<file path="src/rtl/pingpong_bank_ctrl.sv">
// pingpong_bank_ctrl: handshaked two-bank ping-pong scheduler with per-bank full flags and block lengths
module pingpong_bank_ctrl #(
    parameter int DEPTH_W = 6
) (
    input  logic               clk,
    input  logic               reset_n,
    input  logic               wr_valid,
    input  logic               wr_last,
    output logic               wr_ready,
    output logic               wr_en,
    output logic               wr_sel,
    output logic [DEPTH_W-1:0] wr_addr,
    input  logic               rd_ready,
    output logic               rd_valid,
    output logic               rd_en,
    output logic               rd_sel,
    output logic [DEPTH_W-1:0] rd_addr,
    output logic               rd_last,
    output logic [DEPTH_W:0]   rd_len,
    output logic [1:0]         full_cnt
);
    logic [1:0]       full;
    logic [DEPTH_W:0] len_a, len_b, cur_len;
    logic             wr_close, rd_drain;
    logic [1:0]       wr_mask, rd_mask;

    assign wr_ready = ~full[wr_sel];
    assign rd_valid = full[rd_sel];
    assign wr_en    = wr_valid & wr_ready;
    assign rd_en    = rd_valid & rd_ready;
    assign cur_len  = rd_sel ? len_b : len_a;
    assign rd_last  = rd_valid & ({1'b0, rd_addr} == cur_len - 1'b1);
    assign rd_len   = rd_valid ? cur_len : '0;
    assign full_cnt = {full[1] & full[0], full[1] ^ full[0]};
    assign wr_close = wr_en & (wr_last | (&wr_addr));
    assign rd_drain = rd_en & rd_last;
    assign wr_mask  = wr_close ? (wr_sel ? 2'b10 : 2'b01) : 2'b00;
    assign rd_mask  = rd_drain ? (rd_sel ? 2'b10 : 2'b01) : 2'b00;

    always_ff @(posedge clk or negedge reset_n) begin
        if (!reset_n) begin
            full    <= '0;
            len_a   <= '0;
            len_b   <= '0;
            wr_sel  <= 1'b0;
            wr_addr <= '0;
            rd_sel  <= 1'b0;
            rd_addr <= '0;
        end else begin
            full <= (full | wr_mask) & ~rd_mask;
            if (wr_en) begin
                wr_addr <= wr_close ? '0 : wr_addr + 1'b1;
                wr_sel  <= wr_sel ^ wr_close;
            end
            if (wr_close && !wr_sel) len_a <= {1'b0, wr_addr} + 1'b1;
            if (wr_close && wr_sel) len_b <= {1'b0, wr_addr} + 1'b1;
            if (rd_en) begin
                rd_addr <= rd_drain ? '0 : rd_addr + 1'b1;
                rd_sel  <= rd_sel ^ rd_drain;
            end
        end
    end
endmodule

</file>
<file path="config.mk">
export PLATFORM = sky130hd
export DESIGN_NAME = pingpong_bank_ctrl
export DESIGN_NICKNAME = d
export VERILOG_FILES = /design/src/rtl/pingpong_bank_ctrl.sv
export SDC_FILE = /design/constraint.sdc
export NUM_CORES = 1
export LEC_CHECK = 0
export BUFFER_PORTS_ARGS = -buffer_cell sky130_fd_sc_hd__buf_2
export CAP_MARGIN = 25
export CELL_PAD_IN_SITES_DETAIL_PLACEMENT = 2
export CELL_PAD_IN_SITES_GLOBAL_PLACEMENT = 2
export CORE_MARGIN = 1
export CORE_UTILIZATION = 30
export DETAILED_ROUTE_END_ITERATION = 6
export PLACE_DENSITY_LB_ADDON = 0.1
export SLEW_MARGIN = 20
export SYNTH_ARGS = -nofsm -noshare
export SYNTH_HDL_FRONTEND = slang
export SYNTH_SLANG_ARGS = --single-unit
</file>
<file path="constraint.sdc">
create_clock -name clk -period 3.32 [get_ports clk]
set_input_delay 0.332 -clock clk [delete_from_list [all_inputs] [get_ports clk]]
set_output_delay 0.332 -clock clk [all_outputs]
set_load 0.02 [all_outputs]
</file>
Word level (Yosys, flattened, before mapping) --
Index checks and enable logic that the tools add are counted.
Word-level totals: bits in registers 30, output and inout port bits 28, word-level logic and storage cells 44
Operators by class: add/subtract/negate cells 4, magnitude comparators 2, equal/unequal tests 1, mux-type cells 12, bitwise logic cells 14, reduce and logical (&&, ||, !) cells 4
Operators by type and width (number):
- $mux W7 | 2
- $add A6 B1 Y6 const B | 2
- $mux W6 | 2
- $mux W2 | 4
- $add A6 B1 Y7 const B | 1
- $eq A6 B7 Y1 | 1
- $sub A7 B1 Y7 const B | 1
- $and A1 B1 Y1 | 6
- $reduce_and A6 Y1 | 1
- $lt A1 B2 Y1 const B | 2
- $mux W1 | 4
- $xor A1 B1 Y1 | 3
- $and A2 B2 Y2 | 1
- $logic_and A1 B1 Y1 | 2
- $not A2 Y2 | 1
- $or A2 B2 Y2 | 1
- $logic_not A1 Y1 | 1
- $not A1 Y1 | 1
- $or A1 B1 Y1 | 1

Depth between registers and ports, before layout --
Gate-level depths: netlist of the first run.
word-level depth 8, mapped depth 12, mapped depth without buffers 10

Least setup slack after synthesis of the first run --
Ideal clock, no wire load.
kind reg2reg, start register rd_sel, end register rd_sel, data arrival time 2.685 ns, data required time 3.236 ns, setup slack 0.551 ns, stages on the path, launching flop included 13, clock period less this slack 2.769 ns, path through dfrtp_1 > buf_6 > buf_6 > mux2i_1 > ha_1 > xnor2_1 > xnor2_1 > nand2_1 > nor4_1 > o311a_4 > and2_4 > ha_1 > o21ai_0
On the way: longest elaborated chain between the ends 6, elaborated cells on any way between the ends 9, those cells by class add/sub (1); eq/ne (1); mux (3); bitwise (4)
Ends and longest elaborated chain:
- start, declared | line 16 | output logic rd_sel,
- start signal, assigned | line 59 | rd_sel <= rd_sel ^ rd_drain;
- $mux W7 | line 31 | assign cur_len = rd_sel ? len_b : len_a;
- $sub A7 B1 Y7 | line 32 | assign rd_last = rd_valid & ({1'b0, rd_addr} == cur_len - 1'b1);
- $eq A6 B7 Y1 | line 32
- $and A1 B1 Y1 (*) | line 32
- named net rd_last | line 18 | output logic rd_last,
- $and A1 B1 Y1 (*) | line 36 | assign rd_drain = rd_en & rd_last;
- $xor A1 B1 Y1 (*) | line 59
Mark *: on every way through the listed nets, which the timed path passes. The rest lies on a longest branch. The select of a mux whose other input is x is not followed. A chain may end at the register's enable or synchronous reset.

Worst setup path after layout of the first run --
start register rd_sel, end output rd_last
On the way: longest elaborated chain between the ends 4, elaborated cells on any way between the ends 6, those cells by class add/sub (1); eq/ne (1); mux (3); bitwise (1)
Ends and longest elaborated chain (line):
- $mux W7 | 31
- $sub A7 B1 Y7 | 32
- $eq A6 B7 Y1 | 32
- $and A1 B1 Y1 (*) | 32
- end, declared | 18
Mark *: on every way between the ends. The rest lies on a longest branch, timed or not. The select of a mux whose other input is x is not followed.

==> results.py, run 1 <==
metrics = {
    "grt": {
        "gr-usage-all-layers": 0.194,
        "grt_first_pass_wirelength_um": 8910,
        "grt_pass1_vias": 1696,
        "gr-total-overflow": 0,
        "grt_max_degree": 31,
        "antenna_found_initial": 0,
    },
    "die": {
        "fp.dieArea_mm2": 0.00614,
        "initial_utilization": 0.314,
        "num_io_pins": 33,
        "die_y_um": 78.4,
        "rows": 27,
        "core_area_mm2": 0.00557,
        "die_w_um": 78.4,
    },
    "synthesis": {
        "avgSynthCellArea_um2": 9.46,
        "syn_inst": 185,
        "ys_seq_area_frac": 0.429,
        "synth_cell_types": 34,
        "synthesis.area_mm2": 0.00175,
        "synth_seq_cells": 30,
        "synth-edff-count": 0,
        "yosysWarnings": 0,
        "synthArstFlopShare": 1.00,
        "synth_fp_nets": 198,
        "synth_flop_cell": "dfrtp_1",
    },
    "clocking": {
        "clkSinkCount": 30,
        "insertion_delay_ps": 290,
        "ctsResizeCount": 0,
        "numCtsBuffers": 5,
        "clockBufferDepth": 2,
        "cts_tree": "done",
        "cts-htree-levels": 2,
        "cts.hold.buffers_added": 0,
        "root_buffer": "clkbuf_8",
        "cts.reportedPaths.clkPinSlew_ps": 70,
        "cts_setup_buffers": 0,
    },
    "setup_path": {
        "arrival_ps": 2630,
        "cp.required_ps": 2990,
        "critical-path-max-stage-delay_ps": 600,
        "cp_num_cells": 8,
        "cp_cell_sequence": "mux2i_1 > ha_1 > xnor2_1 > xnor2_1 > nand2_1 > nor4_1 > o311a_4 > buf_2",
        "cp_common_cell": "xnor2_1",
        "worst-path-buf-inv": 1,
        "reg2reg_depth": 10,
        "critical_path.top_delay_family": "flip-flops",
        "end_kind": "output port",
        "path_class": "flop to output port",
        "crit_path_top_delay_cell": "dfrtp_1",
        "cp-start-kind": "flop",
        "worstPathMaxFanout": 9,
    },
    "power": {
        "p_leak_nw": 0.936,
        "vdd_drop_max_uv": 369,
        "p_per_area_mw_per_mm2": 1070,
    },
    "timing": {
        "finClkSkew_ps": 9.07,
        "slew_viol_final": 0,
        "hold_viol": 0,
        "relSlewSlack": 0.528,
        "max_freq_ghz": 0.338,
        "rsz0062_at_grt": "no",
        "fin_crit_sh": 0.892,
        "setup_tns_ps": 0,
        "worstMarginPinSlew_ps": 708,
        "setup_viol": 0,
        "fin_crit_ps": 2960,
    },
    "detailed_routing": {
        "wire_per_inst_um": 17.8,
        "drt_first_pass_iters": 4,
        "drt_iter0_markers": 58,
        "vias_per_cell": 5.07,
        "wirelength_um": 5270,
        "via_count": 1501,
        "final_antenna_net_count": 0,
        "drc": 0,
    },
    "place": {
        "dp_hpwl_um": 4000,
        "numPortBuffers": 32,
        "place.gp.congestion": 0.771,
    },
    "final_layout": {
        "drive_gt1_frac": 0.268,
        "num-nets-final": 236,
        "fin_util": 0.375,
        "num_antenna_cells": 0,
        "syn2layout_area_growth_pct": 19.5,
    },
    "min_path": {
        "min_path_type": "input port to async pin",
    },
    "run": {
        "drv_cap": 0,
    },
    "outcome": {
        "outcome": "complete, no violations",
    },
}
## logic make-up after synthesis
| group | count (synthesis) | share of synthesized area |
|---|---|---|
| AO/OA/AOI/OAI | 35 | 0.113 |
| XOR/XNOR | 14 | 0.0700 |
| adder cells (fa/ha/maj) | 8 | 0.0572 |
| buffers and inverters | 11 | 0.0322 |
| flip-flops | 30 | 0.429 |
| multiplexers | 13 | 0.0922 |
| AND/OR/NAND/NOR | 74 | 0.207 |
## final timing paths
| check | from | to | slack [ps] |
|---|---|---|---|
| max | rd_sel | rd_last | 360 |
| min | reset_n | wr_addr[1] | 90 |
| max reg2reg | rd_sel | rd_sel | 500 |
| min reg2reg | len_b[6] | len_b[6] | 520 |
| max in group asynchronous | reset_n | rd_addr[2] | 2770 |
| min in group clk | wr_last | wr_addr[2] | 360 |
## worst reg2reg max path, cell delays in order, from the launching register on
cell	delay (ps)
dfrtp_1	600
mux2i_1	380
ha_1	310
xnor2_1	160
xnor2_1	140
nand2_1	60
nor4_1	240
o311a_4	290
and2_4	180
ha_1	230
o21ai_0	160
## where the power goes
part           internal (mW)  total, mW  switching, mW  leakage (nW)
sequential             0.498      0.718          0.221         0.371
clock                  0.167      0.322          0.155        0.0472
combinational          0.475       1.20          0.723         0.518
## synthesized netlist by cell type (2+ instances only)
cell type  number  share of area
nand3_1         6          0.017
mux2_2          5          0.032
or2_2           2         0.0071
nor2_1         26          0.056
buf_6           2          0.013
inv_1           6          0.013
ha_1            8          0.057
mux2i_4         2          0.026
xor2_1          4          0.020
nand2_1        18          0.039
xnor2_1        10          0.050
clkbuf_1        3         0.0064
o21ai_0        16          0.046
nor3_1          8          0.023
nor4_1          2         0.0071
mux2i_1         6          0.034
nor2b_1         2         0.0071
dfrtp_1        30           0.43
a21oi_1        14          0.040
## per-layer routing
metal,part of all wire,track usage,vias up
met5,0,0,-
met3,0.035,0.0488,5
li1,-,-,712
met1,0.45,0.244,760
met4,0.0078,0.0500,0
met2,0.51,0.328,24
## through the flow
step | cells | cell area, µm² | power, mW | hold WS (ps) | setup slack, ps
5_1_grt | 296 | 2090 | 2.43 | 133 | 131
3_5_place_dp | 288 | 2000 | 1.95 | 443 | 480
6_report | 296 | 2090 | 2.24 | 89.2 | 358
4_1_cts | 296 | 2090 | 2.28 | 125 | 322
2_1_floorplan | 185 | 1750 | 1.55 | 36.4 | 551
3_3_place_gp | 288 | 2000 | 1.88 | 418 | 633
## sequential cells by signal, summed over array words and instances (netlist names)
register  count
len_a         7
wr_sel        1
rd_addr       6
wr_addr       6
rd_sel        1
full          2
len_b         7
## area by class of cell
class / count / area (µm²)
tap: 72 / 90.1
sequential: 30 / 751
clock buffer: 6 / 82.6
timing repair buffer: 36 / 190
fill: 647 / 3480
clock inverter: 2 / 12.5
inverter: 6 / 22.5
multi-input combinational: 144 / 943
## placed cells by master (no fill, tap or decap), types with 2 or more instances in the layout
master    netlist  final
nor4_1          2      2
nor3_1          8      8
or2_2           2      2
xor2_1          4      4
nor2b_1         2      2
nor2_1         26     26
a21oi_1        14     14
mux2_2          5      5
ha_1            8      8
buf_2           0     32
nand3_1         6      6
nand2_1        18     18
mux2i_1         6      6
o21ai_0        16     16
buf_4           0      4
inv_1           6      6
dfrtp_1        30     30
mux2i_4         2      2
xnor2_1        10     10
clkbuf_8        0      6
(Power assumes the default switching activity.)
==> run 2: changes to the inputs <==
--- a/config.mk
+++ b/config.mk
@@ -5,6 +5,7 @@
 export SDC_FILE = /design/constraint.sdc
 export NUM_CORES = 1
 export LEC_CHECK = 0
+export ABC_AREA = 1
 export BUFFER_PORTS_ARGS = -buffer_cell sky130_fd_sc_hd__buf_2
 export CAP_MARGIN = 25
 export CELL_PAD_IN_SITES_DETAIL_PLACEMENT = 2
==> run 2 against run 1 <==
Against the previous run:
- core utilization is 0.65 points lower
- critical endpoint unchanged
- hold slack better by 21 ps
- global-route usage decreased by 0.12 points
- combinational power rose by 21%
- die area up 8.5%
- register-to-register slack improved by 40 ps
- final cell count rose by 24%
- total power rose by 8.6%
==> results.py, run 2 <==
metrics = {
    "timing": {
        "max_freq_ghz": 0.334,
        "hold_viol": 0,
        "setup_tns_ps": 0,
        "fin_crit_ps": 2990,
        "slew_viol_final": 0,
        "fin_crit_sh": 0.901,
        "fin_ws_ps": 329,
        "rsz0062_at_grt": "no",
        "relSlewSlack": 0.499,
        "finClkSkew_ps": 5.23,
        "worstMarginPinSlew_ps": 752,
        "setup_viol": 0,
    },
    "synthesis": {
        "synth_fp_nets": 268,
        "synth_cell_types": 27,
        "synth-edff-count": 0,
        "synth_area_leader_cell": "dfrtp_1",
        "yosysMostFrequentCell": "nand2_1",
        "avgSynthCellArea_um2": 7.46,
        "synth_top_area_share": 0.394,
        "synthArstFlopShare": 1.00,
        "syn_inst": 255,
        "synth.area.top_cells": "dfrtp_1 39%, nand2_1 15%, inv_1 7.7%, nand3_1 5.5%, o21ai_0 5.5%",
        "synthesis.area_mm2": 0.00190,
        "synth_flop_cell": "dfrtp_1",
        "yosysWarnings": 0,
        "synthTopCellsByCount": "76 x nand2_1, 39 x inv_1, 30 x dfrtp_1",
        "ys_seq_area_frac": 0.394,
        "synth_seq_cells": 30,
    },
    "place": {
        "dp_hpwl_um": 4160,
        "placedInstanceArea_mm2": 0.00213,
        "pre_cts_slack_ps": 561,
        "place.gp.congestion": 0.784,
        "numPortBuffers": 32,
    },
    "grt": {
        "antenna_found_initial": 0,
        "grt_pass1_vias": 1894,
        "grt_max_degree": 31,
        "gr-total-overflow": 0,
        "grt_first_pass_wirelength_um": 9310,
        "gr-usage-all-layers": 0.192,
    },
    "detailed_routing": {
        "via_count": 1725,
        "wirelength_um": 5430,
        "vias_per_cell": 4.70,
        "wire_per_inst_um": 14.8,
        "drc": 0,
        "final_antenna_net_count": 0,
        "drt_first_pass_iters": 4,
        "drt_iter0_markers": 32,
    },
    "final_layout": {
        "design_area_mm2": 0.00222,
        "fillers": 751,
        "final_common_cell": "nand2_1",
        "syn2layout_area_growth_pct": 16.8,
        "final_cell_mix": "76 x nand2_1, 39 x inv_1, 32 x buf_2",
        "drive_gt1_frac": 0.216,
        "reg_top3": "len_a: 7 flops, len_b: 7 flops",
        "num-nets-final": 304,
        "num_antenna_cells": 0,
    },
    "setup_path": {
        "reg2reg_depth": 13,
        "cp.required_ps": 2990,
        "r2r_start": "rd_sel",
        "cp-start-kind": "flop",
        "cp_common_cell": "nand2_1",
        "r2r_slack_ps": 540,
        "crit_path_top_delay_cell": "dfrtp_1",
        "timing.rr.end": "rd_sel",
        "arrival_ps": 2660,
        "worstPathMaxFanout": 16,
        "end_kind": "output port",
        "cp_cell_sequence": "inv_6 > nand2_1 > nand2_4 > ha_1 > xor2_1 > nand2_1 > nor2_1 > nand3_1 > nor2_2 > nand2_1 > inv_1 > buf_2",
        "critical-path-max-stage-delay_ps": 740,
        "path_class": "flop to output port",
    },
    "run": {
        "drv_cap": 0,
    },
    "clocking": {
        "cts-htree-levels": 2,
        "cts.hold.buffers_added": 0,
        "cts.reportedPaths.clkPinSlew_ps": 70,
        "cts_tree": "done",
        "ctsResizeCount": 0,
        "insertion_delay_ps": 290,
        "cts_setup_buffers": 0,
        "clkSinkCount": 30,
        "root_buffer": "clkbuf_8",
        "numCtsBuffers": 5,
        "clockBufferDepth": 2,
    },
    "die": {
        "core_area_mm2": 0.00603,
        "initial_utilization": 0.316,
        "num_io_pins": 33,
        "rows": 28,
        "die_y_um": 81.6,
        "fp.dieArea_mm2": 0.00667,
        "die_w_um": 81.6,
    },
    "power": {
        "p_per_area_mw_per_mm2": 1090,
        "p_int_mw": 1.16,
        "vdd_drop_max_uv": 390,
        "power_frac_comb": 0.595,
        "p_leak_nw": 1.20,
        "seq_power_share": 0.273,
        "netSwitchingFraction": 0.524,
        "switchingPower_mw": 1.27,
        "power_frac_clock": 0.131,
    },
    "min_path": {
        "min_path_type": "input port to async pin",
    },
    "outcome": {
        "outcome": "complete, no violations",
    },
}
-- run 2: cell count changes in the layout (fill, tap and decap cells not counted), sizes merged, moves of 8 or more --
cell and change:
nand2 +71, xnor2 -9, inv +34, mux2i -8
a21oi -12, o21ai +8, nand3 +17
-- run 2: metrics by stage --
step | total power [mW] | cells | hold WS (ps) | utilization
after floorplan | 1.71 | 255 | 36.4 | -
after global placement | 2.10 | 359 | 450 | 0.354
after detailed placement | 2.13 | 359 | 454 | 0.354
after CTS | 2.47 | 367 | 137 | 0.369
after global routing | 2.68 | 367 | 151 | 0.369
final | 2.43 | 367 | 110 | 0.369
-- run 2: kinds of logic after synthesis --
family / after synthesis / synth area share
AOI/OAI and AO/OA: 28 / 0.0822
DFF: 30 / 0.394
adders and majority gates: 8 / 0.0526
and+or+nand+nor: 135 / 0.331
xor gates and xnor gates: 8 / 0.0368
buffers and inverters: 46 / 0.103
-- run 2: routing by layer --
metal,routed length (µm),vias up,global-route usage
li1,-,858,-
met1,2820,836,0.259
met2,2360,26,0.301
met3,172,5,0.0467
met4,77,0,0.0632
met5,0,-,0
-- run 2: critical path: cells and delay by family, from the launching register on --
family	cells	cell delay (ps)
buffers and inverters	3	360
flip-flops	1	740
adder cells (fa/ha/maj)	1	310
AND/OR/NAND/NOR	7	820
XOR/XNOR	1	150
-- run 2: cell type report --
type	instances	area (µm²)	area share
inverter	42	163	0.0732
clock inverter	1	5.00	0.00225
clock buffer	7	86.3	0.0389
tap	75	93.8	0.0422
timing repair buffer	33	168	0.0755
multi-input combinational	179	956	0.430
sequential	30	751	0.338
-- run 2: worst max-delay path by stage --
stage / start / endpoint / slack, ps / cells past startpoint
after floorplan: rd_sel / rd_sel / 1030 / 14
after global placement: rd_sel / rd_sel / 690 / 13
after detailed placement: rd_sel / rd_sel / 560 / 13
after CTS: rd_sel / rd_last / 270 / 12
after global routing: rd_sel / rd_last / 120 / 12
final: rd_sel / rd_last / 330 / 12
-- run 2: power by group through the flow --
stage | registers [mW] | logic [mW] | clock network (mW)
floorplan | 0.715 | 0.994 | 0
global placement | 0.668 | 1.43 | 0
detailed placement | 0.677 | 1.45 | 0
CTS | 0.671 | 1.47 | 0.331
global route | 0.693 | 1.64 | 0.348
finish | 0.664 | 1.45 | 0.320
==> run 3: changes to the inputs <==
--- a/config.mk
+++ b/config.mk
@@ -13,8 +13,7 @@
 export CORE_MARGIN = 1
 export CORE_UTILIZATION = 30
 export DETAILED_ROUTE_END_ITERATION = 6
-export PLACE_DENSITY_LB_ADDON = 0.1
-export SLEW_MARGIN = 20
+export PLACE_DENSITY_LB_ADDON = 0.3
 export SYNTH_ARGS = -nofsm -noshare
 export SYNTH_HDL_FRONTEND = slang
 export SYNTH_SLANG_ARGS = --single-unit
==> run 3 against run 2 <==
Against the previous run:
- core utilization is 0.21 points lower
- hold slack worse by 7.1 ps
- largest cell class unchanged
- cell area decreased by 0.56%
- global-route usage fell by 0.60 points
- clock skew decreased by 2.6 ps
- register-to-register slack gained 70 ps
==> results.py, run 3 (synthesized netlist as in run 2, its figures left out) <==
metrics = {
    "outcome": {
        "outcome": "complete, no violations",
    },
    "die": {
        "num_io_pins": 33,
        "fp.dieArea_mm2": 0.00667,
        "die_w_um": 81.6,
        "core_area_mm2": 0.00603,
        "initial_utilization": 0.316,
        "rows": 28,
        "die_y_um": 81.6,
    },
    "clocking": {
        "cts.hold.buffers_added": 0,
        "cts.reportedPaths.clkPinSlew_ps": 70,
        "clockBufferDepth": 2,
        "numCtsBuffers": 5,
        "cts-htree-levels": 2,
        "insertion_delay_ps": 280,
        "cts_tree": "done",
        "root_buffer": "clkbuf_8",
        "cts_setup_buffers": 0,
        "clkSinkCount": 30,
        "ctsResizeCount": 0,
    },
    "detailed_routing": {
        "wirelength_um": 5420,
        "via_count": 1746,
        "vias_per_cell": 4.77,
        "drt_first_pass_iters": 4,
        "drc": 0,
        "wire_per_inst_um": 14.8,
        "final_antenna_net_count": 0,
        "drt_iter0_markers": 85,
    },
    "min_path": {
        "min_path_type": "input port to async pin",
    },
    "power": {
        "p_per_area_mw_per_mm2": 1090,
        "power_mw": 2.40,
        "netSwitchingFraction": 0.530,
        "p_leak_nw": 1.20,
        "p_int_mw": 1.13,
        "power_frac_comb": 0.604,
        "seq_power_share": 0.276,
        "switchingPower_mw": 1.27,
        "power_frac_clock": 0.120,
        "vdd_drop_max_uv": 466,
    },
    "setup_path": {
        "r2r_slack_ps": 610,
        "path_class": "flop to output port",
        "r2r_start": "rd_sel",
        "timing.rr.end": "rd_sel",
        "cp.required_ps": 2990,
        "cp-start-kind": "flop",
        "worstPathMaxFanout": 15,
        "end_kind": "output port",
        "arrival_ps": 2600,
        "reg2reg_depth": 13,
    },
    "run": {
        "drv_cap": 0,
    },
    "grt": {
        "gr-total-overflow": 0,
        "grt_max_degree": 31,
        "gr-usage-all-layers": 0.186,
        "grt_pass1_vias": 1906,
        "antenna_found_initial": 0,
        "grt_first_pass_wirelength_um": 9280,
    },
    "timing": {
        "worstMarginPinSlew_ps": 736,
        "setup_viol": 0,
        "fin_crit_ps": 2940,
        "rsz0062_at_grt": "no",
        "relSlewSlack": 0.509,
        "max_freq_ghz": 0.341,
        "fin_ws_ps": 383,
        "setup_tns_ps": 0,
        "fin_crit_sh": 0.885,
        "hold_viol": 0,
        "finClkSkew_ps": 2.61,
        "slew_viol_final": 0,
    },
    "place": {
        "placedCellCount": 359,
        "numPortBuffers": 32,
        "pre_cts_slack_ps": 661,
        "place.gp.congestion": 0.731,
        "dp_hpwl_um": 4190,
    },
    "final_layout": {
        "drive_gt1_frac": 0.216,
        "fillers": 756,
        "final_cell_mix": "76 x nand2_1, 39 x inv_1, 32 x buf_2",
        "reg_top3": "len_a: 7 flops, len_b: 7 flops",
        "stdcell_count": 366,
        "final_common_cell": "nand2_1",
        "seqCellArea_um2": 751,
        "num_antenna_cells": 0,
        "num-nets-final": 304,
        "multiInputGateArea_um2": 956,
        "syn2layout_area_growth_pct": 16.1,
    },
}
run 3: cell types whose count changed in the layout (fill, tap and decap cells not counted):
cell and delta:
clkbuf_1 -1, clkbuf_8 -1, clkinv_2 +1
run 3: layout make-up:
cell class                 instances  area share
clock buffer                       5      0.0311
clock inverter                     2     0.00453
inverter                          42      0.0736
multi-input combinational        179       0.433
sequential                        30       0.340
tap                               75      0.0425
timing repair buffer              33      0.0759
run 3: routing by layer:
layer,share of wire,global-route usage,up-vias
li1,-,-,858
met2,0.48,0.322,22
met5,0,0,-
met4,0.010,0.0421,0
met1,0.48,0.239,860
met3,0.022,0.0367,6
run 3: worst max-delay path by stage:
stage            from       to  slack [ps]  cells past startpoint
6_report       rd_sel  rd_last         380                     12
5_1_grt        rd_sel  rd_last         140                     13
4_1_cts        rd_sel  rd_last         350                     12
3_5_place_dp   rd_sel   rd_sel         660                     13
3_3_place_gp   rd_sel   rd_sel         750                     13
2_1_floorplan  rd_sel   rd_sel        1030                     14
run 3: critical path: stages (launching register included):
cell	delay (ps)
dfrtp_1	670
buf_4	270
nand2_4	60
nand2_4	90
ha_1	250
xor2_1	150
nand2_1	80
nor2_1	160
nand3_1	110
nor2_2	130
nand2_1	130
inv_1	70
buf_2	160
run 3: power groups by stage:
stage | clock (mW) | combinational [mW] | sequential (mW)
floorplan | 0 | 0.994 | 0.715
global placement | 0 | 1.42 | 0.664
detailed placement | 0 | 1.45 | 0.672
CTS | 0.300 | 1.48 | 0.667
global route | 0.316 | 1.65 | 0.689
finish | 0.289 | 1.45 | 0.662
run 3: per-stage QoR:
step | utilization | hold slack (ps) | instance area (µm²)
final | 0.367 | 103 | 2210
after detailed placement | 0.354 | 449 | 2130
after floorplan | - | 36.4 | 1900
after CTS | 0.367 | 139 | 2210
after global placement | 0.354 | 450 | 2130
after global routing | 0.367 | 158 | 2210
